===== config.mk =====
export PLATFORM = sky130hd
export DESIGN_NAME = mem_arbiter
export DESIGN_NICKNAME = d
export VERILOG_FILES = /design/src/rtl/mem_arbiter.sv
export SDC_FILE = /design/constraint.sdc
export NUM_CORES = 1
export LEC_CHECK = 0
export ABC_AREA = 1
export BUFFER_PORTS_ARGS = -buffer_cell sky130_fd_sc_hd__buf_2
export CORE_AREA = 2 2 132 134
export DETAILED_ROUTE_END_ITERATION = 8
export DIE_AREA = 0 0 134 136
export PLACE_DENSITY_LB_ADDON = 0.12
export SETUP_SLACK_MARGIN = 0.05
export SYNTH_ARGS = -nofsm -noshare
export SYNTH_HDL_FRONTEND = slang
export SYNTH_SLANG_ARGS = --single-unit

===== constraint.sdc =====
create_clock -name clk_in -period 2 [get_ports clk_in]
set_clock_uncertainty 0.2 [all_clocks]
set_input_delay 0.3 -clock clk_in [delete_from_list [all_inputs] [get_ports clk_in]]
set_output_delay 0.3 -clock clk_in [all_outputs]
set_load 0.02 [all_outputs]

===== src/rtl/mem_arbiter.sv =====
// Shares one byte-serial memory engine between instruction fetch and the MEM stage.
// Latency: grant seen in IDLE -> dn_valid next cycle; dn_done -> IF_rdy/MEM_rdy next cycle.
// Backpressure: rdy_in low holds off new grants only; an in-flight transaction always completes.
module mem_arbiter #(
  parameter int STARVE_LIMIT = 4,
  parameter int ADDR_W       = 32
) (
  input  logic              clk_in,
  input  logic              rst_in,
  input  logic              rdy_in,
  input  logic              take_jmp,
  input  logic              IF_valid,
  input  logic [ADDR_W-1:0] IF_addr,
  output logic              IF_rdy,
  output logic [31:0]       IF_out,
  input  logic [1:0]        MEM_op,
  input  logic [1:0]        MEM_len,
  input  logic [ADDR_W-1:0] MEM_addr,
  input  logic [31:0]       MEM_data,
  output logic              MEM_rdy,
  output logic [31:0]       MEM_out,
  output logic              dn_valid,
  output logic [1:0]        dn_op,
  output logic [1:0]        dn_len,
  output logic [ADDR_W-1:0] dn_addr,
  output logic [31:0]       dn_wdata,
  input  logic              dn_done,
  input  logic [31:0]       dn_rdata
);

  localparam logic [1:0] OP_NOP   = 2'b00;
  localparam logic [1:0] OP_LOAD  = 2'b01;
  localparam logic [1:0] LEN_WORD = 2'b10;
  localparam logic [2:0] LIMIT    = 3'(STARVE_LIMIT);

  typedef enum logic [1:0] {IDLE, BUSY_IF, BUSY_MEM, COOL} state_t;

  state_t     state, state_nxt;
  logic [2:0] starve_cnt;
  logic       drop;
  logic       mem_req, if_ok, grant_if, grant_mem;

  assign mem_req = (MEM_op != OP_NOP);
  // A flush in the same cycle blocks any fetch grant.
  assign if_ok   = IF_valid && !take_jmp;

  // Next-state and grant decision; IF only beats a pending MEM request once it has starved.
  always_comb begin
    state_nxt = state;
    grant_if  = 1'b0;
    grant_mem = 1'b0;
    case (state)
      IDLE: begin
        if (rdy_in) begin
          if (if_ok && (!mem_req || starve_cnt == LIMIT)) begin
            grant_if  = 1'b1;
            state_nxt = BUSY_IF;
          end else if (mem_req) begin
            grant_mem = 1'b1;
            state_nxt = BUSY_MEM;
          end
        end
      end
      BUSY_IF:  if (dn_done) state_nxt = COOL;
      BUSY_MEM: if (dn_done) state_nxt = COOL;
      COOL:     state_nxt = IDLE;
      default:  state_nxt = IDLE;
    endcase
  end

  // State register.
  always_ff @(posedge clk_in) begin
    if (!rst_in) state <= IDLE;
    else         state <= state_nxt;
  end

  // Starvation counter: counts MEM grants that bypassed a waiting fetch.
  always_ff @(posedge clk_in) begin
    if (!rst_in) begin
      starve_cnt <= '0;
    end else if (state == IDLE) begin
      if (grant_if || !IF_valid)
        starve_cnt <= '0;
      else if (grant_mem && starve_cnt != LIMIT)
        starve_cnt <= starve_cnt + 3'd1;
    end
  end

  // Engine request fields, completion pulses, result registers and the fetch drop flag.
  always_ff @(posedge clk_in) begin
    if (!rst_in) begin
      dn_valid <= 1'b0;
      dn_op    <= '0;
      dn_len   <= '0;
      dn_addr  <= '0;
      dn_wdata <= '0;
      IF_rdy   <= 1'b0;
      IF_out   <= '0;
      MEM_rdy  <= 1'b0;
      MEM_out  <= '0;
      drop     <= 1'b0;
    end else begin
      dn_valid <= grant_if || grant_mem;
      IF_rdy   <= 1'b0;
      MEM_rdy  <= 1'b0;
      if (grant_if) begin
        dn_op    <= OP_LOAD;
        dn_len   <= LEN_WORD;
        dn_addr  <= IF_addr;
        dn_wdata <= '0;
      end else if (grant_mem) begin
        dn_op    <= MEM_op;
        dn_len   <= MEM_len;
        dn_addr  <= MEM_addr;
        dn_wdata <= MEM_data;
      end
      if (state == BUSY_IF) begin
        // A flush on the completion cycle itself also discards the word.
        if (dn_done) begin
          if (!(drop || take_jmp)) begin
            IF_rdy <= 1'b1;
            IF_out <= dn_rdata;
          end
          drop <= 1'b0;
        end else if (take_jmp) begin
          drop <= 1'b1;
        end
      end
      if (state == BUSY_MEM && dn_done) begin
        MEM_rdy <= 1'b1;
        MEM_out <= (dn_op == OP_LOAD) ? dn_rdata : 32'h0;
      end
    end
  end

endmodule


==> results_dict.tcl, run 1 <==
set metrics [dict create \
    synth_top_family_by_area "simple AND/OR/NAND/NOR gates" \
    hold_class "input pin to flip-flop" \
    synthCells 793 \
    synth.area.mux_share 0 \
    maxCapViolations 0 \
    gr-usage-all-layers 0.200 \
    num_rows 48 \
    fin_util 0.550 \
    chipHeight_um 136 \
    drive_gt1_frac 0.285 \
    crit_required_ns 2.11 \
    slew_viol_final 0 \
    final_area_um2 9280 \
    timing.final.crit_share 0.927 \
    ys_types 26 \
    cts_root_buf "clkbuf_16" \
    io_buffers 272 \
    cts_buffers 17 \
    ys_warn_count 0 \
    cp-start-kind "input pin" \
    clkPwrFrac 0.346 \
    vdd_ir_drop_max_uv 605 \
    end_kind "flip-flop" \
    rsz0062_at_grt "yes" \
    synth-simple-area-share 0.312 \
    setup_viol 0 \
    grt_pass1_vias 5959 \
    path_class "input pin to flip-flop" \
    outcome "complete, no violations" \
    pre_cts_ws_ns 0.143 \
    synth_nets 937 \
    grt_pass1_wl_um 29200 \
    cts_max_level 4 \
    whs_ns 0.0121 \
    cts.clk_slew.worst_paths_ns 0.06 \
    postRouteAntennaNets 0 \
    synth_compound_area_frac 0.0984 \
    leakagePower_nw 4.56 \
    fin_setup_tns_ns 0 \
    hold_viol 0 \
    die_area_um2 18200 \
    ios 273 \
    gp_congestion 0.765 \
    cts_tree "yes" \
    combPwrFrac 0.303 \
    wl_um 18400 \
    grt_max_degree 40 \
    max_clock_freq_mhz 539 \
    place_area_um2 7370 \
    syn2layout_area_growth_pct 61.8 \
    drt-initial-drc-count 246 \
    setup_ws_ns 0.146 \
    relSlewSlack 0.743 \
    intPower_w 0.00651 \
    die_w_um 134 \
    yosys.area_share.adder 0.0131 \
    synth-seq-cells 141 \
    tightest_slew_ns 0.386 \
    critPathMaxFanout 25 \
    grt_overflow 0 \
    routed_via_density 4.46 \
    final_net_count 1329 \
    start_util 0.340 \
    drcViolationCount 0 \
    wl_per_cell_um 13.0 \
    worstPathArrival_ns 1.97 \
    dr_total_vias 6349 \
    swShare 0.325 \
    clkLatencyLatePin_ns 0.41 \
    p_seq_frac 0.352 \
    synth_xor_area_frac 0.00153 \
    yosysSeqAreaShare 0.492 \
    clockBufferDepth 2 \
    ff2ff_setup_slack_ns 0.19 \
    p_switching_w 0.00314 \
    antenna_cells 0 \
    fp.coreArea_um2 16900 \
    power.density_nw_per_um2 1040 \
    antenna_found_initial 0 \
    synthesis.area_um2 5740 \
    fin_crit_ns 1.85 \
    dp_hpwl_um 11800 \
    numClockSinks 141 \
    dr.pass1.iters 7 \
    syn_avg_cell_area_um2 7.23 \
]
## path summary, 6_finish.rpt
path,start,to,cells past startpoint
setup / recovery,MEM_op[1],dn_addr[6],9
hold / removal,MEM_addr[12],dn_addr[12],5
setup reg to reg,starve_cnt[0],dn_addr[6],10
hold reg to reg,dn_wdata[22],dn_wdata[22],2
## sequential cells by signal, indices dropped and copies added (netlist names)
name        flops
dn_addr        32
MEM_rdy         1
MEM_out        32
dn_op           2
state           2
dn_wdata       32
drop            1
IF_rdy          1
dn_valid        1
dn_len          2
starve_cnt      3
IF_out         32
## cell families after synthesis
kind of cell    Yosys count
fa+ha+maj                 6
buf+inv                  98
flops                   141
xor+xnor                  1
compound gates          109
simple gates            438
## power groups by stage
| stage | Combinational, W | Sequential, W | Clock (W) |
|---|---|---|---|
| after floorplan | 0.00140 | 0.00387 | 0 |
| final | 0.00292 | 0.00339 | 0.00334 |
| after global routing | 0.00324 | 0.00344 | 0.00355 |
| after global placement | 0.00273 | 0.00344 | 0 |
| after CTS | 0.00293 | 0.00339 | 0.00343 |
| after detailed placement | 0.00272 | 0.00344 | 0 |
## metal layers
layer  up-vias  share of wire  global-route usage
li1       3282              -                   -
met1      2829           0.44               0.247
met2       204           0.48               0.332
met3        34          0.058              0.0582
met4         0          0.024              0.0733
met5         -              0                   0
## worst max-delay path, stage by stage
cell           delay, ns
dlygate4sd3_1       0.54
buf_2               0.15
o21ai_2             0.24
nand3_4             0.18
buf_4               0.27
nand2_1             0.10
nand3_1             0.09
nand2_1             0.07
inv_1               0.03
## placed cells by master (no fill, tap or decap)
master         synthesis  routed
or2_2                  1       1
inv_1                 45      45
o21ai_0               37      37
a21oi_1               68      68
buf_4                 10      13
inv_2                  4       3
bufinv_16              0       4
o21ai_2                1       1
nand3_2                2       1
inv_4                  0       1
nand3_1               72      72
a21oi_4                1       1
buf_12                 0       9
xor2_1                 1       1
nand2_2                2       2
nor2_1               142     141
nor2_4                 2       2
clkinv_2               0       4
clkbuf_8               0       2
nand3_4                0       1
ha_1                   6       6
clkinv_4               0       2
clkbuf_16              0      17
a211oi_1               1       1
dlygate4sd3_1          0     128
nand2_4                2       2
buf_2                 15     272
nor3_1                 1       1
clkinvlp_4             0       1
dfxtp_1              141     141
nor2_2                 1       2
nand2_1              213     213
a31oi_1                1       1
clkbuf_1              16       2
## area by class of cell
type,instances,area (µm²)
fill,1598,7590
timing repair buffer,422,2920
sequential,141,2820
multi-input combinational,554,2450
clock buffer,21,460
tap,225,282
inverter,49,186
clock inverter,11,165
## Yosys cell counts
cell        n  area, µm²
a211oi_1    1       7.51
inv_1      45        169
nand2_1   213        800
o21ai_0    37        185
a31oi_1     1       6.26
dfxtp_1   141       2820
nor2_2      1       6.26
o21ai_2     1       8.76
buf_4      10       75.1
inv_2       4       15.0
nand2_2     2       12.5
nand3_2     2       20.0
a21oi_1    68        340
clkbuf_1   16       60.1
a21oi_4     1       16.3
ha_1        6       75.1
nand3_1    72        360
nor3_1      1       5.00
buf_2      15       75.1
nor2_4      2       22.5
nor2_1    142        533
xor2_1      1       8.76
nand2_4     2       22.5
or2_2       1       6.26
buf_1       1       3.75
buf_6       7       78.8
## per-stage QoR
stage,power [W],instances
after global placement,0.00617,1263
after CTS,0.00975,1423
after floorplan,0.00527,793
after global routing,0.0102,1423
final,0.00965,1423
after detailed placement,0.00617,1263
## timing repair
action,4_1_cts,5_1_grt
gates resized for setup,0,2
hold buffers,128,0
endpoints found under the hold margin,131,0
endpoints found under the setup margin,0,24
buffers inserted,0,0
Note: power is estimated with default switching activity, not from simulation.
==> run 2, diff against run 1 <==
--- a/config.mk
+++ b/config.mk
@@ -9,5 +9,5 @@
 export BUFFER_PORTS_ARGS = -buffer_cell sky130_fd_sc_hd__buf_2
-export CORE_AREA = 2 2 132 134
+export CORE_AREA = 2 2 147 120
 export DETAILED_ROUTE_END_ITERATION = 8
-export DIE_AREA = 0 0 134 136
+export DIE_AREA = 0 0 149 122
 export PLACE_DENSITY_LB_ADDON = 0.12
==> constraint.sdc (replaced) <==
create_clock -name clk_in -period 2 [get_ports clk_in]
set_clock_uncertainty 0.2 [all_clocks]
set_input_delay 0.2 -clock clk_in [delete_from_list [all_inputs] [get_ports clk_in]]
set_output_delay 0.2 -clock clk_in [all_outputs]
set_load 0.02 [all_outputs]
==> run 2 against run 1 <==
Effect of this change: flip-flop and latch count unchanged; combinational power about the same; register-to-register slack better by 0.04 ns; cell area up 0.74%; utilization up 0.35 points; setup slack better by 0.047 ns; critical path type unchanged; first-iteration DRC count up 28%; routed wire length about the same; hold slack better by 0.12 ns; sequential power about the same; critical path depth up 3.
==> results_dict.tcl, run 2 (same netlist as run 1, synthesis figures left out) <==
set metrics [dict create \
    path_class "input pin to flip-flop" \
    cp-start-kind "input pin" \
    start_util 0.340 \
    antenna_found_initial 0 \
    antenna_cells 0 \
    drcViolationCount 0 \
    rr_worst_depth 11 \
    cts_max_level 4 \
    syn2layout_area_growth_pct 63.0 \
    final_net_count 1335 \
    path_cells "dlygate4sd3_1, buf_2, inv_1, nand2_1, nor2_2, nor2_4, buf_12, buf_12, nor2_1, nor2_1, nand2_1, inv_1" \
    grt_overflow 0 \
    maxCapViolations 0 \
    fillers 1575 \
    ff2ff_setup_slack_ns 0.23 \
    postRouteAntennaNets 0 \
    grt_pass1_wl_um 29300 \
    relSlewSlack 0.749 \
    critPathMaxFanout 25 \
    worstPathArrival_ns 1.92 \
    slew_viol_final 0 \
    drt-initial-drc-count 314 \
    die_area_um2 18200 \
    mostFrequentLayoutCells "buf_2 (272), nand2_1 (213), dfxtp_1 (141), nor2_1 (141), dlygate4sd3_1 (136)" \
    timing.final.crit_share 0.904 \
    fin_crit_ns 1.81 \
    fin_cells 1429 \
    vdd_ir_drop_max_uv 523 \
    cts_root_buf "clkbuf_16" \
    end_kind "flip-flop" \
    fp.coreArea_um2 16900 \
    grt_pass1_vias 6075 \
    dp_hpwl_um 11600 \
    drive_gt1_frac 0.282 \
    pre_cts_ws_ns 0.210 \
    setup_ws_ns 0.192 \
    numClockSinks 141 \
    dr.pass1.iters 4 \
    setup_viol 0 \
    fin_setup_tns_ns 0 \
    rsz0062_at_grt "no" \
    dr_total_vias 6361 \
    wl_um 18400 \
    chipHeight_um 122 \
    hold_viol 0 \
    cpPeakStageDelay_ns 0.54 \
    gr-usage-all-layers 0.200 \
    clockBufferDepth 2 \
    ios 273 \
    final_common_cell "buf_2" \
    worstReg2RegEnd "dn_addr[25]" \
    die_w_um 149 \
    gp_congestion 0.753 \
    cts_tree "yes" \
    tightest_slew_ns 0.376 \
    io_buffers 272 \
    crit_required_ns 2.11 \
    hold_path_depth 7 \
    grt_max_degree 37 \
    whs_ns 0.137 \
    power.density_nw_per_um2 1030 \
    wl_per_cell_um 12.9 \
    routed_via_density 4.45 \
    hold_class "input pin to flip-flop" \
    critPathSlowestCell "dlygate4sd3_1" \
    max_clock_freq_mhz 553 \
    leakagePower_nw 4.58 \
    clkLatencyLatePin_ns 0.41 \
    whs_endpoint "state[1]" \
    cts.clk_slew.worst_paths_ns 0.06 \
    num_rows 43 \
    dp_cells 1261 \
    timing.rr.start "state[0]" \
    cts_buffers 17 \
    outcome "complete, no violations" \
    min_from "rdy_in" \
]
-- run 2: area by class of cell --
type                    count  area, µm²  area share
clock inverters            13        190      0.0203
repair buffers            428       3000       0.321
multi-input cells         554       2440       0.261
clock buffers              19        433      0.0463
inverters                  49        184      0.0197
well taps                 225        282      0.0301
flip-flops and latches    141       2820       0.302
-- run 2: power breakdown --
group | switching, W | internal (W)
logic | 0.00176 | 0.00116
clock network | 0.00124 | 0.00210
registers | 0.000194 | 0.00320
-- run 2: worst max-delay path: cells and delay by family --
family                 cells  cell delay [ns]
buffers and inverters      6             1.15
and+or+nand+nor            6             0.54
-- run 2: per-stage QoR --
| step | util | total power (W) | instance area, µm² |
|---|---|---|---|
| 2_1_floorplan | - | 0.00527 | 5740 |
| 3_3_place_gp | 0.436 | 0.00617 | 7360 |
| 3_5_place_dp | 0.436 | 0.00616 | 7360 |
| 4_1_cts | 0.553 | 0.00975 | 9350 |
| 5_1_grt | 0.554 | 0.0102 | 9350 |
| 6_report | 0.554 | 0.00965 | 9350 |
-- run 2: timing repair --
item,4_1_cts,5_1_grt
hold endpoints to repair,138,0
hold buffers,136,0
gates resized for setup,0,1
setup endpoints to repair,0,2
buffers inserted,0,0
-- run 2: per-layer routing --
layer | track usage | vias up | wire length, µm
met1 | 0.254 | 2817 | 8290
met4 | 0.0661 | 0 | 317
met2 | 0.331 | 224 | 8660
li1 | - | 3291 | -
met5 | 0 | - | 0
met3 | 0.0536 | 29 | 1180
-- run 2: worst max path at each step --
stage	start	end	slack [ns]	cells after the start
floorplan	state[0]	dn_addr[10]	0.27	11
global placement	state[0]	starve_cnt[0]	0.24	10
detailed placement	state[0]	starve_cnt[1]	0.21	9
CTS	state[0]	starve_cnt[1]	0.20	9
global route	state[0]	dn_addr[17]	0.07	11
finish	MEM_op[0]	dn_addr[17]	0.19	12
